===== src/rtl/vend_dispense_ctrl.sv =====
// Actuator stage behind the vending FSM: queues drop/change pulses and drives chute
// solenoids and hopper motors one at a time, each closed-loop on a sensor with a timeout.

module vend_prod_lane #(
   parameter int STOCK_INIT = 8,
   parameter int STOCK_W    = 4
) (
   input  logic clk,
   input  logic rst_n,
   input  logic drop,
   input  logic done,
   input  logic restock,
   output logic pend,
   output logic pend_nxt,
   output logic stock_ok
);
   logic [STOCK_W-1:0] stock, stock_nxt;

   // restock overrides a same-cycle decrement
   always_comb begin
      stock_nxt = stock;
      if (restock)
         stock_nxt = STOCK_W'(STOCK_INIT);
      else if (done && stock != '0)
         stock_nxt = stock - STOCK_W'(1);
   end

   always_comb begin
      pend_nxt = pend;
      if (done)
         pend_nxt = 1'b0;
      else if (drop && stock != '0)
         pend_nxt = 1'b1;
   end

   always_ff @(posedge clk or negedge rst_n) begin
      if (!rst_n) begin
         stock    <= STOCK_W'(STOCK_INIT);
         pend     <= 1'b0;
         stock_ok <= 1'b1;
      end else begin
         stock    <= stock_nxt;
         pend     <= pend_nxt;
         stock_ok <= (stock_nxt != '0);
      end
   end
endmodule

module vend_dispense_ctrl #(
   parameter int STOCK_INIT = 8,
   parameter int STOCK_W    = 4,
   parameter int PEND_W     = 4,
   parameter int TIMEOUT    = 15
) (
   input  logic clk,
   input  logic rst_n,
   input  logic drop_water,
   input  logic drop_coke,
   input  logic drop_coffee,
   input  logic change5,
   input  logic change10,
   input  logic prod_sense,
   input  logic coin_sense,
   input  logic restock,
   input  logic clear_fault,
   output logic vend_water,
   output logic vend_coke,
   output logic vend_coffee,
   output logic motor5,
   output logic motor10,
   output logic stock_ok_water,
   output logic stock_ok_coke,
   output logic stock_ok_coffee,
   output logic busy,
   output logic fault
);
   localparam int NUM_P = 3;
   localparam int TMR_W = $clog2(TIMEOUT + 1);

   typedef enum logic [2:0] {S_IDLE, S_VEND, S_COIN10, S_COIN5, S_GAP, S_FAULT} state_t;

   state_t             state, state_nxt;
   logic [1:0]         prod, prod_nxt;
   logic [TMR_W-1:0]   timer, timer_nxt;
   logic [PEND_W-1:0]  pend5, pend10, pend5_nxt, pend10_nxt;
   logic               ovf5, ovf10, done5, done10, tmo;
   logic [NUM_P-1:0]   drop_v, done_v, pend_v, pend_nxt_v, stock_ok_v;
   logic [NUM_P-1:0]   vend_d, vend_q;
   logic               motor5_d, motor10_d, busy_d, fault_d;

   assign drop_v = {drop_coffee, drop_coke, drop_water};

   for (genvar i = 0; i < NUM_P; i++) begin : g_lane
      assign done_v[i] = (state == S_VEND) && prod_sense && (prod == 2'(i));
      vend_prod_lane #(.STOCK_INIT(STOCK_INIT), .STOCK_W(STOCK_W)) u_lane (
         .clk      (clk),
         .rst_n    (rst_n),
         .drop     (drop_v[i]),
         .done     (done_v[i]),
         .restock  (restock),
         .pend     (pend_v[i]),
         .pend_nxt (pend_nxt_v[i]),
         .stock_ok (stock_ok_v[i])
      );
   end

   assign done10 = (state == S_COIN10) && coin_sense;
   assign done5  = (state == S_COIN5)  && coin_sense;
   assign tmo    = (timer == TMR_W'(TIMEOUT - 1));

   // {overflow, next}: an increment at all-ones is dropped and flagged
   function automatic logic [PEND_W:0] pend_step(input logic [PEND_W-1:0] cnt,
                                                 input logic inc, input logic dec);
      logic [PEND_W:0] r;
      r = {1'b0, cnt};
      if (inc && !dec) begin
         if (cnt == '1) r[PEND_W] = 1'b1;
         else           r = {1'b0, cnt + PEND_W'(1)};
      end else if (dec && !inc) begin
         r = {1'b0, cnt - PEND_W'(1)};
      end
      return r;
   endfunction

   always_comb begin
      {ovf10, pend10_nxt} = pend_step(pend10, change10, done10);
      {ovf5,  pend5_nxt}  = pend_step(pend5,  change5,  done5);
   end

   // state register
   always_ff @(posedge clk or negedge rst_n) begin
      if (!rst_n) begin
         state  <= S_IDLE;
         prod   <= '0;
         timer  <= '0;
         pend5  <= '0;
         pend10 <= '0;
      end else begin
         state  <= state_nxt;
         prod   <= prod_nxt;
         timer  <= timer_nxt;
         pend5  <= pend5_nxt;
         pend10 <= pend10_nxt;
      end
   end

   // next state
   always_comb begin
      state_nxt = state;
      prod_nxt  = prod;
      timer_nxt = '0;
      case (state)
         S_IDLE: begin
            if (pend_v[0]) begin
               state_nxt = S_VEND; prod_nxt = 2'd0;
            end else if (pend_v[1]) begin
               state_nxt = S_VEND; prod_nxt = 2'd1;
            end else if (pend_v[2]) begin
               state_nxt = S_VEND; prod_nxt = 2'd2;
            end else if (pend10 != '0) begin
               state_nxt = S_COIN10;
            end else if (pend5 != '0) begin
               state_nxt = S_COIN5;
            end
         end
         S_VEND: begin
            if (prod_sense) state_nxt = S_GAP;
            else if (tmo)   state_nxt = S_FAULT;
         end
         S_COIN10, S_COIN5: begin
            if (coin_sense) state_nxt = S_GAP;
            else if (tmo)   state_nxt = S_FAULT;
         end
         S_GAP:   state_nxt = S_IDLE;
         S_FAULT: if (clear_fault) state_nxt = S_IDLE;
         default: state_nxt = S_IDLE;
      endcase
      if (ovf5 || ovf10) state_nxt = S_FAULT;
      if (state_nxt == state &&
          (state == S_VEND || state == S_COIN10 || state == S_COIN5))
         timer_nxt = timer + TMR_W'(1);
   end

   // outputs are registered from the next state so actuators track the state exactly
   always_comb begin
      vend_d = '0;
      for (int i = 0; i < NUM_P; i++)
         vend_d[i] = (state_nxt == S_VEND) && (prod_nxt == 2'(i));
      motor10_d = (state_nxt == S_COIN10);
      motor5_d  = (state_nxt == S_COIN5);
      fault_d   = (state_nxt == S_FAULT);
      busy_d    = (state_nxt != S_IDLE) || (|pend_nxt_v) ||
                  (pend5_nxt != '0) || (pend10_nxt != '0);
   end

   always_ff @(posedge clk or negedge rst_n) begin
      if (!rst_n) begin
         vend_q  <= '0;
         motor10 <= 1'b0;
         motor5  <= 1'b0;
         fault   <= 1'b0;
         busy    <= 1'b0;
      end else begin
         vend_q  <= vend_d;
         motor10 <= motor10_d;
         motor5  <= motor5_d;
         fault   <= fault_d;
         busy    <= busy_d;
      end
   end

   assign vend_water      = vend_q[0];
   assign vend_coke       = vend_q[1];
   assign vend_coffee     = vend_q[2];
   assign stock_ok_water  = stock_ok_v[0];
   assign stock_ok_coke   = stock_ok_v[1];
   assign stock_ok_coffee = stock_ok_v[2];
endmodule


===== config.mk =====
export PLATFORM = sky130hd
export DESIGN_NAME = vend_dispense_ctrl
export DESIGN_NICKNAME = d
export VERILOG_FILES = /design/src/rtl/vend_dispense_ctrl.sv
export SDC_FILE = /design/constraint.sdc
export NUM_CORES = 1
export LEC_CHECK = 0
export ABC_AREA = 1
export BUFFER_PORTS_ARGS = -buffer_cell sky130_fd_sc_hd__buf_2
export CORE_MARGIN = 4
export CORE_UTILIZATION = 45
export CTS_BUF_LIST = sky130_fd_sc_hd__clkbuf_4
export CTS_CLUSTER_DIAMETER = 120
export DETAILED_ROUTE_END_ITERATION = 10
export PLACE_DENSITY = 0.72
export SLEW_MARGIN = 20
export SYNTH_ARGS = -nofsm -noshare
export SYNTH_HDL_FRONTEND = slang
export SYNTH_HIERARCHICAL = 1
export SYNTH_SLANG_ARGS = --single-unit

===== constraint.sdc =====
create_clock -name clk -period 2.6 [get_ports clk]
set_input_delay 0.52 -clock clk [delete_from_list [all_inputs] [get_ports clk]]
set_output_delay 0.52 -clock clk [all_outputs]
set_load 0.01 [all_outputs]

======== Word-level counts from Yosys, hierarchy flattened ========
Cells that the tools add are included.
Widths: inputs -> output; s select.
word-level totals
  output and inout port bits .............. 10
  logic and storage cells ................. 125
  bits in read-only memories .............. 0
  bits of input ports ..................... 11
  memories kept ........................... 0
  bits in latches ......................... 0
  flip-flop bits (word level) ............. 42
  RAM bits ................................ 0
cells by class
  $add $sub $neg .......................... 8
  order comparisons ....................... 0
  eq/ne operators ......................... 16
  divide/modulo/power cells ............... 0
  bitwise logic cells ..................... 0
  multiplexer cells ....................... 36
  multiply operators ...................... 0
  reduce and logical (&&, ||, !) cells .... 46
  shift operators ......................... 0
operators by type and width
  cell                 count
  $mux 4               11
  $reduce_bool 4->1    10
  $mux 3               10
  $logic_and 1x1->1    20
  $sub 4x1->4 const B  5
  $add 4x1->4 const B  3
  $eq 3x2->1 const B   4
  $eq 4x4->1 const B   3
  $pmux 3 s4           1
  $mux 5               2
  $mux 1               8
  $mux 2               4
  $eq 3x1->1 const B   2
  $eq 3x3->1 const B   2
  $logic_or 1x1->1     6
  $eq 2x1->1 const B   2
  $eq 2x2->1 const B   2
  $logic_not 1->1      4
  $logic_not 2->1      2
  $eq 3x3->1           1
  $logic_not 3->1      1
  $reduce_bool 3->1    1
  $reduce_or 3->1      1
  $reduce_or 2->1      1

======== Logic depth before layout (Yosys ltp) ========
Gate-level depths: netlist of run 1.
  word-level depth ........................ 12
  depth in mapped cells ................... 13

======== Modules after synthesis ========
The synthesis of run 1 kept the hierarchy.
modules (own cells, without submodules)
  module              sequential area each (sq um)  area an instance (sq um)  cells an instance  instances
  vend_dispense_ctrl  600.6                         1576.5                    220                1
  vend_prod_lane      152.6                         331.6                     43                 3

======== Worst setup path before layout of run 1 ========
OpenSTA, ideal clock, no wires.
  path type ............................... register to register
  start ................................... register state[0]
  end ..................................... register busy
  arrival ................................. 1.987 ns
  stages on the path, launching flop included .. 13
  library setup time ...................... 0.119 ns
  data required time ...................... 2.481 ns
  path slack .............................. 0.494 ns
  path buffers ............................ 0
  path through ............................ dfrtp_1 > inv_1 > nor2_1 > nand2_1 > inv_1 > nand2_1 > nor3_1 > nor2_1 > or3_1 > nor2_1 > nand3_1 > nor2_1 > nand2_1
between the ends
  elaborated cells between the ends (all ways) .. 44
  those cells by class .................... 4 x eq/ne; 18 x mux; 22 x reduce/logical
RTL lines
  element                          line  text
  start: declaration               82    state_t state, state_nxt;
  start signal: assignment         139   state <= state_nxt;
  $eq 3x1->1                       94    assign done_v[i] = (state == S_VEND) && prod_sense && (prod == 2'(i));
  $logic_and 1x1->1 (2 in series)  94
  via done_v[1]                    87    logic [NUM_P-1:0] drop_v, done_v, pend_v, pend_nxt_v, stock_ok_v;
  $mux 1                           30    if (done)
  via pend_nxt_v[1]                87
  $reduce_or 3->1                  192   busy_d = (state_nxt != S_IDLE) || (|pend_nxt_v) ||
  $logic_or 1x1->1 (2 in series)   192
  $logic_or 1x1->1                 193   (pend5_nxt != '0) || (pend10_nxt != '0);
  via busy_d                       89    logic motor5_d, motor10_d, busy_d, fault_d;
  end signal: assignment           208   busy <= busy_d;
  end: declaration                 74    output logic busy,
The timed path passes the listed nets, and every way through them passes these cells.

======== Worst setup path in the final report of run 1 ========
Same ends and word-level chain as after synthesis.

==> results of run 1 <==
## metal layers
metal	wire (um)	global-route usage, %	vias up
li1	-	-	1153
met1	2410	19.8	1038
met2	2380	25.4	46
met3	206	3.06	9
met4	106	7.46	0
met5	0	0	-
## kinds of logic (layout without fill, tap and decap cells)
| kind of cell | Yosys count | count (layout) | synth area share [%] |
|---|---|---|---|
| adders and majority gates | 10 | 10 | 4.87 |
| DFF | 42 | 42 | 41.2 |
| xor gates and xnor gates | 3 | 3 | 1.02 |
| and+or+nand+nor | 211 | 211 | 39.1 |
| buffers and inverters | 59 | 90 | 8.61 |
| AOI/OAI and AO/OA | 24 | 24 | 5.21 |
## synthesized netlist by cell type (2+ instances only)
cell type / instances / area [um^2]
inv_2: 9 / 33.8
dfrtp_1: 36 / 901
nand3b_1: 3 / 22.5
inv_1: 50 / 188
o21ai_0: 6 / 30.0
a21oi_1: 9 / 45.0
nor2_4: 4 / 45.0
ha_1: 10 / 125
o22ai_1: 3 / 18.8
nor2_1: 47 / 176
a31oi_1: 4 / 25.0
nor2_2: 4 / 25.0
xor2_1: 2 / 17.5
nand2_1: 86 / 323
nand2_2: 9 / 56.3
dfstp_2: 6 / 158
nand3_1: 42 / 210
nand3_2: 7 / 70.1
nor3_1: 3 / 15.0
## registers in the layout (all words and copies together), names as in the netlist
name,count
g_lane.u_lane/stock,12
pend10,4
pend5,4
timer,4
g_lane.u_lane/pend,3
g_lane.u_lane/stock_ok,3
state,3
vend_q,3
prod,2
busy,1
fault,1
motor10,1
motor5,1
## final timing paths
kind                                         endpoint  cells past startpoint
min in group clk                g_lane[1].u_lane/pend                      3
worst max-delay path                             busy                     13
max in group asynchronous                        busy                      1
worst max register to register                   busy                     13
worst min register to register               timer[0]                      1
worst min-delay path                         timer[2]                      1
## area by class of cell
cell class | instances | area [um^2] | area share, %
Clock buffer | 5 | 37.5 | 1.31
Clock inverter | 3 | 45.0 | 1.57
Inverter | 59 | 221 | 7.73
Multi-Input combinational cell | 248 | 1290 | 45.0
Sequential cell | 42 | 1060 | 36.9
Tap cell | 72 | 90.1 | 3.14
Timing Repair Buffer | 23 | 123 | 4.28
## report_power, final
| group | total, mW | switching (mW) | internal (mW) |
|---|---|---|---|
| clock network | 0.430 | 0.228 | 0.202 |
| logic | 0.978 | 0.630 | 0.348 |
| registers | 0.956 | 0.141 | 0.815 |
| total | 2.36 | 0.999 | 1.37 |
## worst max-delay path, delay by kind of cell, from the launching register on
| family | cells | cell delay, ns |
|---|---|---|
| buffers and inverters | 3 | 0.36 |
| flip-flops | 1 | 0.42 |
| AND/OR/NAND/NOR | 10 | 1.24 |
## through the flow
stage / utilization, % / std cells / area, um^2
2_1_floorplan: - / 349 / 2570
3_3_place_gp: 50.2 / 444 / 2780
3_5_place_dp: 50.2 / 444 / 2780
4_1_cts: 51.7 / 452 / 2870
5_1_grt: 51.7 / 452 / 2870
6_report: 51.7 / 452 / 2870
==> summary.md, run 1 <==
| Metric | Value |
|---|---|
| CP Class | reg -> reg |
| Commonest non-fill, non-tap cell in the layout | nand2_1 |
| Initial Util | 46.4% |
| GR Overflow Total | 0 |
| Final Skew | 0.0154 ns |
| Num rows | 27 |
| WP data required | 2.85 ns |
| Synth warn | 6 |
| ANT nets after route | 0 |
| Worst-path cell chain | inv_1, nor2_1, nand2_1, inv_1, nand2_1, nor3_1, buf_4, nor2_1, or3_1, nor2_1, nand3_1, nor2_1, nand2_1 |
| Final wirelength | 5.11 mm |
| Drt wl/cell | 11.3 um |
| Global-route wire length before repair | 9.05 mm |
| CTS max path bufs | 2 |
| Worst Setup Start Kind | flop |
| Worst-path clk slew | 0.14 ns |
| CP max stage cell | dfrtp_1 |
| Die Height | 83.6 um |
| Min cycle time layout | 2.12 ns |
| GP Congestion | 0.844 |
| RSZ-0062 raised after global routing | false |
| Final setup margin | 0.476 ns |
| Status | completed |
| Via count | 2246 |
| Pleak | 1.55 nW |
| Die W | 83.6 um |
| Crit. Startpoint | state[0] |
| Worst r2r src | state[0] |
| Die area | 6990 um^2 |
| Distinct cells, synth | 28 |
| Period utilization | 81.7% |
| Hold Crit Class | in -> async |
| H-tree levels | 2 |
| Pwr dens | 825 nW/um^2 |
| Placement Setup Slack | 0.515 ns |
| Residual DRC count | 0 |
| Ys flop type | dfrtp_1 |
| Post-synth ARST share | 100% |
| Critical Path Most Common Cell | nor2_1 |
| Syn_nets | 370 |
| Postcts setup bufs | 0 |
| Initial antenna violation count | 0 |
| Critical Path Sink Type | flop |
| CTS buffer count | 5 |
| Post-Synthesis Cell Area | 2570 um^2 |
| TritonCTS clock tree | built |
| Mean Syn Cell Area | 7.37 um^2 |
| Part of the Yosys area used for sequential elements | 41.2% |
| R2R Setup Slk | 0.48 ns |
| Core ar. | 5540 um^2 |
| CTS-repair resized insts | 0 |
| Worst Hold Slack | 0.275 ns |
| Most frequent cells in the layout | nand2_1, inv_1, nor2_1 |
| Root buffer cell | clkbuf_4 |
| Fin. max-slew vios | 0 |
| CTS sink cnt | 42 |
| CP arrival | 2.38 ns |
| Design Power | 2.36 mW |
| Setup_tns | 0 ns |
| Worst VDD drop | 0.365 mV |
| Vias per cell | 4.97 |
| Max transition margin | 38.3% |
| EDFF count, synth | 0 |
| Clk_lat worst skew | 0.36 ns |
| Area Overhead vs Synth | 11.5% |
| Nets | 400 |
| # Max-Cap Violations | 0 |
| Synth Register Bits | 42 |
| Post-synthesis cell count | 349 |
| Worst-Margin Slew | 0.925 ns |
| Max stage delay on crit path | 0.42 ns |
| Port Buf Inserts | 20 |
| Number of fill cells | 555 |
| Share of layout cells above drive strength 1 | 19.5% |
| CTS Hold Bufs | 0 |
| Final setup violation count | 0 |
| Max frequency | 471 MHz |
| Post-detail-place hpwl | 3.96 mm |
| Critical path peak fanout | 7 |
| Pin count of the biggest net entering global routing | 43 |
| Initial DRC count | 136 |
| I/O pin cnt | 21 |
| Vias in the first global route | 2158 |
| Total track usage | 15.6% |
| Ant. Diodes | 0 |
| Final hold vios | 0 |
| Pre-antenna DRT Iters | 5 |
(Power assumes the default switching activity.)
==> inputs of run 2 (changes only) <==
PLACE_DENSITY = 0.74   (was 0.72)
clock period = 1.85 ns   (was 2.6 ns; I/O delays follow)
==> summary.md, run 2 (synthesis results as in run 1) <==
| Metric | Value |
|---|---|
| Commonest non-fill, non-tap cell in the layout | nand2_1 |
| Cell depth of the worst flop-to-flop path | 12 (-1) |
| Vias per cell | 4.93 (-0.69%) |
| Final Skew | 0.00849 ns (-0.00687 ns) |
| Final setup violation count | 0 (unchanged) |
| Worst hold path cell count | 3 |
| Pleak | 1.73 nW (+12%) |
| Die W | 83.6 um (unchanged) |
| Worst-path clk slew | 0.12 ns (-0.02 ns) |
| Residual DRC count | 0 (unchanged) |
| Share of layout cells above drive strength 1 | 32.5% (+13 points) |
| # placed instances | 454 (+2.3%) |
| CTS sink cnt | 42 (unchanged) |
| Post-detail-place hpwl | 4.02 mm (+1.4%) |
| Placement Setup Slack | -0.00728 ns (-0.522 ns) |
| Final wirelength | 5.87 mm (+15%) |
| Most frequent cells in the layout | nand2_1, nor2_1, nand3_1 |
| Die Height | 83.6 um (unchanged) |
| Vias in the first global route | 2291 (+6.2%) |
| Port Buf Inserts | 20 (unchanged) |
| Global-route wire length before repair | 10.1 mm (+12%) |
| Design Power | 3.56 mW (+51%) |
| FF+latch area | 1060 um^2 (unchanged) |
| Period utilization | 98.9% (+17 points) |
| ANT nets after route | 0 (unchanged) |
| Area Overhead vs Synth | 26.5% |
| Fin. max-slew vios | 0 (unchanged) |
| # Max-Cap Violations | 0 (unchanged) |
| Final Instance Count excl. Fillers | 490 (+8.4%) |
| Final hold vios | 0 (unchanged) |
| Max frequency | 547 MHz (+16%) |
| Root buffer cell | clkbuf_4 |
| Pwr dens | 1100 nW/um^2 (+33%) |
| CTS buffer count | 5 (unchanged) |
| Hold_sp | drop_coke |
| Worst r2r src | g_lane[2].u_lane/stock[1] |
| R2R Setup Slk | 0.02 ns (-0.46 ns) |
| Min cycle time layout | 1.83 ns (-0.295 ns) |
| Ant. Diodes | 0 (unchanged) |
| Nets | 439 (+9.8%) |
| Final setup margin | 0.0202 ns (-0.455 ns) |
| Max reg flops | 12 (unchanged) |
| Core Util, Final | 58.7% (+7.0 points) |
| Worst Hold End | g_lane[1].u_lane/pend |
| Drt wl/cell | 12.0 um (+6.1%) |
| Pin count of the biggest net entering global routing | 43 (unchanged) |
| RSZ-0062 raised after global routing | true |
| CP Class | reg -> reg |
| Max transition margin | 81.2% (+43 points) |
| Largest register by flop count | g_lane.u_lane/stock |
| Clk_lat worst skew | 0.35 ns (about the same) |
| WP data required | 2.10 ns (-0.75 ns) |
| Pre-antenna DRT Iters | 5 (unchanged) |
| I/O pin cnt | 21 (unchanged) |
| Worst VDD drop | 0.721 mV (+98%) |
| Die area | 6990 um^2 (unchanged) |
| CP arrival | 2.08 ns (-0.30 ns) |
| Initial DRC count | 169 (+24%) |
| Total track usage | 17.3% (+1.7 points) |
| Critical path peak fanout | 2 (-5) |
| Number of fill cells | 491 (-12%) |
| CTS max path bufs | 2 (unchanged) |
| Initial antenna violation count | 0 (unchanged) |
| Initial Util | 46.4% (unchanged) |
| Worst-Margin Slew | 0.282 ns (-0.643 ns) |
| Core ar. | 5540 um^2 (unchanged) |
| GR Overflow Total | 0 (unchanged) |
| Hold Crit Class | in -> reg |
| Worst Setup Start Kind | flop |
| Status | completed |
| Area occupied by multi-input gates | 1410 um^2 (+8.8%) |
| Num rows | 27 (unchanged) |
| TritonCTS clock tree | built |
| Via count | 2418 (+7.7%) |
| Critical Path Sink Type | flop |
| Worst R2R End | busy |
| H-tree levels | 2 (unchanged) |
| GP Congestion | 0.868 (+2.8%) |
==> run 2: cell count changes in the layout (fill, tap and decap cells not counted), sizes merged <==
cell,delta
dlygate4sd3,+1
clkinv,+2
buf,+38
bufinv,-1
clkinvlp,-2
==> run 2: critical path: stages (launching register included) <==
cell	delay, ns
dfrtp_1	0.41
inv_2	0.08
ha_4	0.14
inv_1	0.04
nor2_2	0.12
nand2_2	0.08
a21oi_2	0.11
nor2_1	0.05
or3_1	0.36
nor2_1	0.11
nand3_1	0.07
nor2_1	0.11
nand2_1	0.05
==> run 2: area by class of cell <==
| type | count | share of cell area [%] |
|---|---|---|
| Tap cell | 72 | 2.77 |
| Sequential cell | 42 | 32.5 |
| Clock inverter | 2 | 0.308 |
| Multi-Input combinational cell | 248 | 43.2 |
| Clock buffer | 5 | 1.15 |
| Inverter | 59 | 6.81 |
| Timing Repair Buffer | 62 | 13.2 |
==> run 2: how the worst max path moves through the flow <==
stage / from / endpoint / slack, ns
after floorplan: state[0] / busy / 0.008
after global placement: g_lane[2].u_lane/stock[0] / busy / 0.05
after detailed placement: g_lane[2].u_lane/stock[0] / busy / -0.007
after CTS: g_lane[1].u_lane/stock[1] / busy / 0.003
after global routing: g_lane[2].u_lane/stock[1] / busy / -0.13
final: g_lane[2].u_lane/stock[1] / busy / 0.02
==> run 2: per-stage QoR <==
step                       TNS, ns  hold WS (ns)  area, um^2
after floorplan                  0        0.0744        2620
after global placement           0         0.359        2920
after detailed placement  -0.00728         0.364        2920
after CTS                        0         0.289        3110
after global routing        -0.131         0.284        3250
final                            0         0.286        3250
==> run 2: timing repair <==
action	CTS	global route
endpoints found under the setup margin	1	6
setup buffers	13	15
resized for setup	11	12
hold buffers	1	0
gates cloned	0	0
pin swaps	7	15
hold endpoints to repair	36	0
==> run 2: layer usage <==
layer | global-route usage, % | up-vias | share of wire [%]
met2 | 27.6 | 53 | 48
met5 | 0 | - | 0
met4 | 4.97 | 0 | 1.8
li1 | - | 1234 | -
met3 | 4.34 | 11 | 4.2
met1 | 23.3 | 1120 | 46
==> run 2: report_power, final <==
part / switching (mW) / internal [mW] / total [mW]
sequential: 0.210 / 1.14 / 1.36
combinational: 1.03 / 0.746 / 1.77
clock: 0.298 / 0.137 / 0.435
total: 1.54 / 2.03 / 3.56
==> inputs of run 3 (changes only) <==
CORE_UTILIZATION = 56   (was 45)
PLACE_DENSITY = 0.87   (was 0.74)
==> summary.md, run 3 (synthesis results as in run 1) <==
| Metric | Value |
|---|---|
| Status | finished, violations left |
| Failing checks | negative setup slack |
| Post-detail-place hpwl | 4.14 mm (+3.0%) |
| Die Height | 75.8 um (-9.4%) |
| H-tree levels | 2 (unchanged) |
| Port Buf Inserts | 20 (unchanged) |
| Period utilization | 102% (+3.5 points) |
| Final setup margin | -0.0450 ns (-0.0653 ns) |
| Share of layout cells above drive strength 1 | 31.5% (-1.1 points) |
| Final wirelength | 6.21 mm (+5.7%) |
| Worst-Margin Slew | 0.523 ns (+0.241 ns) |
| Int Pwr | 2.00 mW (-1.2%) |
| NetSw | 1.58 mW (+3.0%) |
| Clk network pwr share | 12.9% (+0.7 points) |
| Largest register by flop count | g_lane.u_lane/stock |
| Hold Crit Class | in -> async |
| Drt wl/cell | 13.4 um (+12%) |
| ANT nets after route | 0 (unchanged) |
| Fin. max-slew vios | 0 (unchanged) |
| Total track usage | 21.6% (+4.3 points) |
| Worst Hold Slack | 0.0502 ns (-0.236 ns) |
| I/O pin cnt | 21 (unchanged) |
| CTS sink cnt | 42 (unchanged) |
| CTS buffer count | 5 (unchanged) |
| Pwr dens | 1130 nW/um^2 (+3.5%) |
| Comb pwr share | 49.4% (-0.3 points) |
| Most frequent cells in the layout | nand2_1, nor2_1, nand3_1 |
| Vias in the first global route | 2233 (-2.5%) |
| GP Congestion | 0.862 (-0.67%) |
| Core ar. | 4410 um^2 (-20%) |
| Ant. Diodes | 0 (unchanged) |
| Die W | 75.8 um (-9.4%) |
| Min cycle time layout | 1.90 ns (+0.0653 ns) |
| Nets | 430 (-2.1%) |
| Pin count of the biggest net entering global routing | 43 (unchanged) |
| Share of power burned in registers | 37.8% (-0.2 points) |
| Post-Place Cell Area | 2880 um^2 (-1.3%) |
| Design Power | 3.58 mW (+0.61%) |
| Via count | 2475 (+2.4%) |
| CP arrival | 2.16 ns (+0.08 ns) |
| Finished Cell Area | 3160 um^2 (-2.8%) |
| Worst VDD drop | 0.659 mV (-8.6%) |
| Root buffer cell | clkbuf_4 |
| Worst Setup Start Kind | flop |
| Critical Path Sink Type | flop |
| WP data required | 2.12 ns (+0.02 ns) |
| Critical path peak fanout | 3 (+1) |
| CP Class | reg -> reg |
| Max reg flops | 12 (unchanged) |
| Max transition margin | 65.1% (-16 points) |
| Initial DRC count | 176 (+4.1%) |
| Clk_lat worst skew | 0.36 ns (about the same) |
| Final Skew | 0.0209 ns (+0.0124 ns) |
| Pre-antenna DRT Iters | 5 (unchanged) |
| Vias per cell | 5.36 (+8.6%) |
| Num rows | 24 (-11%) |
| TritonCTS clock tree | built |
| Net Sw Frac | 44.1% (+1.0 points) |
| Pleak | 1.70 nW (-2.2%) |
| Worst-path clk slew | 0.13 ns (about the same) |
| RSZ-0062 raised after global routing | true |
| Initial antenna violation count | 0 (unchanged) |
| Commonest non-fill, non-tap cell in the layout | nand2_1 |
| GR Overflow Total | 0 (unchanged) |
| Area Overhead vs Synth | 23.0% |
| CTS max path bufs | 2 (unchanged) |
| Die area | 5740 um^2 (-18%) |
| Initial Util | 58.2% (+12 points) |
| Global-route wire length before repair | 9.56 mm (-5.3%) |
| # Max-Cap Violations | 0 (unchanged) |
| Residual DRC count | 0 (unchanged) |
| Max frequency | 528 MHz (-3.4%) |
| Final hold vios | 0 (unchanged) |
| Final setup violation count | 1 (+1) |
run 3: cell count changes in the layout (fill, tap and decap cells not counted), sizes merged:
| cell | delta |
|---|---|
| dlygate4sd3 | -1 |
| clkbuf | +1 |
| buf | -8 |
run 3: power by group through the flow:
| stage | Sequential, mW | Combinational, mW | Clock [mW] |
|---|---|---|---|
| final | 1.35 | 1.77 | 0.461 |
| after global routing | 1.39 | 1.96 | 0.518 |
| after CTS | 1.35 | 1.59 | 0.462 |
| after detailed placement | 1.37 | 1.50 | 0 |
| after global placement | 1.35 | 1.43 | 0 |
| after floorplan | 1.35 | 1.09 | 0 |
run 3: cell type report:
| type | instances | area, um^2 |
|---|---|---|
| clock buffer | 6 | 45.0 |
| tap | 52 | 65.1 |
| sequential | 42 | 1060 |
| multi-input combinational | 248 | 1410 |
| inverter | 59 | 221 |
| fill | 306 | 1250 |
| clock inverter | 2 | 8.76 |
| timing repair buffer | 53 | 352 |
run 3: repair_timing:
item | in CTS | in global routing
hold buffers | 0 | 0
resized for setup | 14 | 12
hold endpoints to repair | 0 | 0
pin swaps | 13 | 20
buffers inserted | 12 | 8
endpoints found under the setup margin | 1 | 1
run 3: final timing paths:
| kind | from | end | slack [ns] | depth (start not counted) |
|---|---|---|---|---|
| worst min-delay path | rst_n | motor5 | 0.05 | 2 |
| worst min register to register | timer[0] | timer[0] | 0.51 | 1 |
| worst max register to register | g_lane[0].u_lane/stock[0] | busy | -0.05 | 12 |
| worst max-delay path | g_lane[0].u_lane/stock[0] | busy | -0.05 | 12 |
| min in group clk | drop_coke | g_lane[1].u_lane/pend | 0.33 | 3 |
| max in group asynchronous | rst_n | g_lane[1].u_lane/stock[3] | 1.40 | 2 |
run 3: metrics by stage:
| step | TNS, ns | std cells | utilization [%] | setup slack (ns) |
|---|---|---|---|---|
| 6_report | -0.0450 | 462 | 71.7 | -0.0450 |
| 3_5_place_dp | -0.0313 | 434 | 65.2 | -0.0313 |
| 4_1_cts | 0 | 454 | 69.2 | 0.00742 |
| 5_1_grt | -0.153 | 462 | 71.7 | -0.153 |
| 2_1_floorplan | 0 | 349 | - | 0.00791 |
| 3_3_place_gp | 0 | 434 | 65.2 | 0.0714 |
run 3: per-layer routing:
layer  up-vias  part of all wire (%)  routed length [um]  global-route usage (%)
met3        16                   5.5                 343                    3.83
li1       1219                     -                   -                       -
met4         0                   2.0                 124                    7.57
met1      1152                    43                2640                    27.8
met5         -                     0                   0                       0
met2        88                    50                3100                    36.4
run 3: worst max-delay path: stages, from the launching register on:
cell	delay (ns)
dfrtp_1	0.41
inv_2	0.10
ha_4	0.15
inv_2	0.04
nor2_4	0.08
nand2_2	0.07
a21oi_2	0.17
nor2_2	0.07
or3_1	0.37
nor2_1	0.10
nand3_1	0.07
nor2_1	0.11
nand2_1	0.05
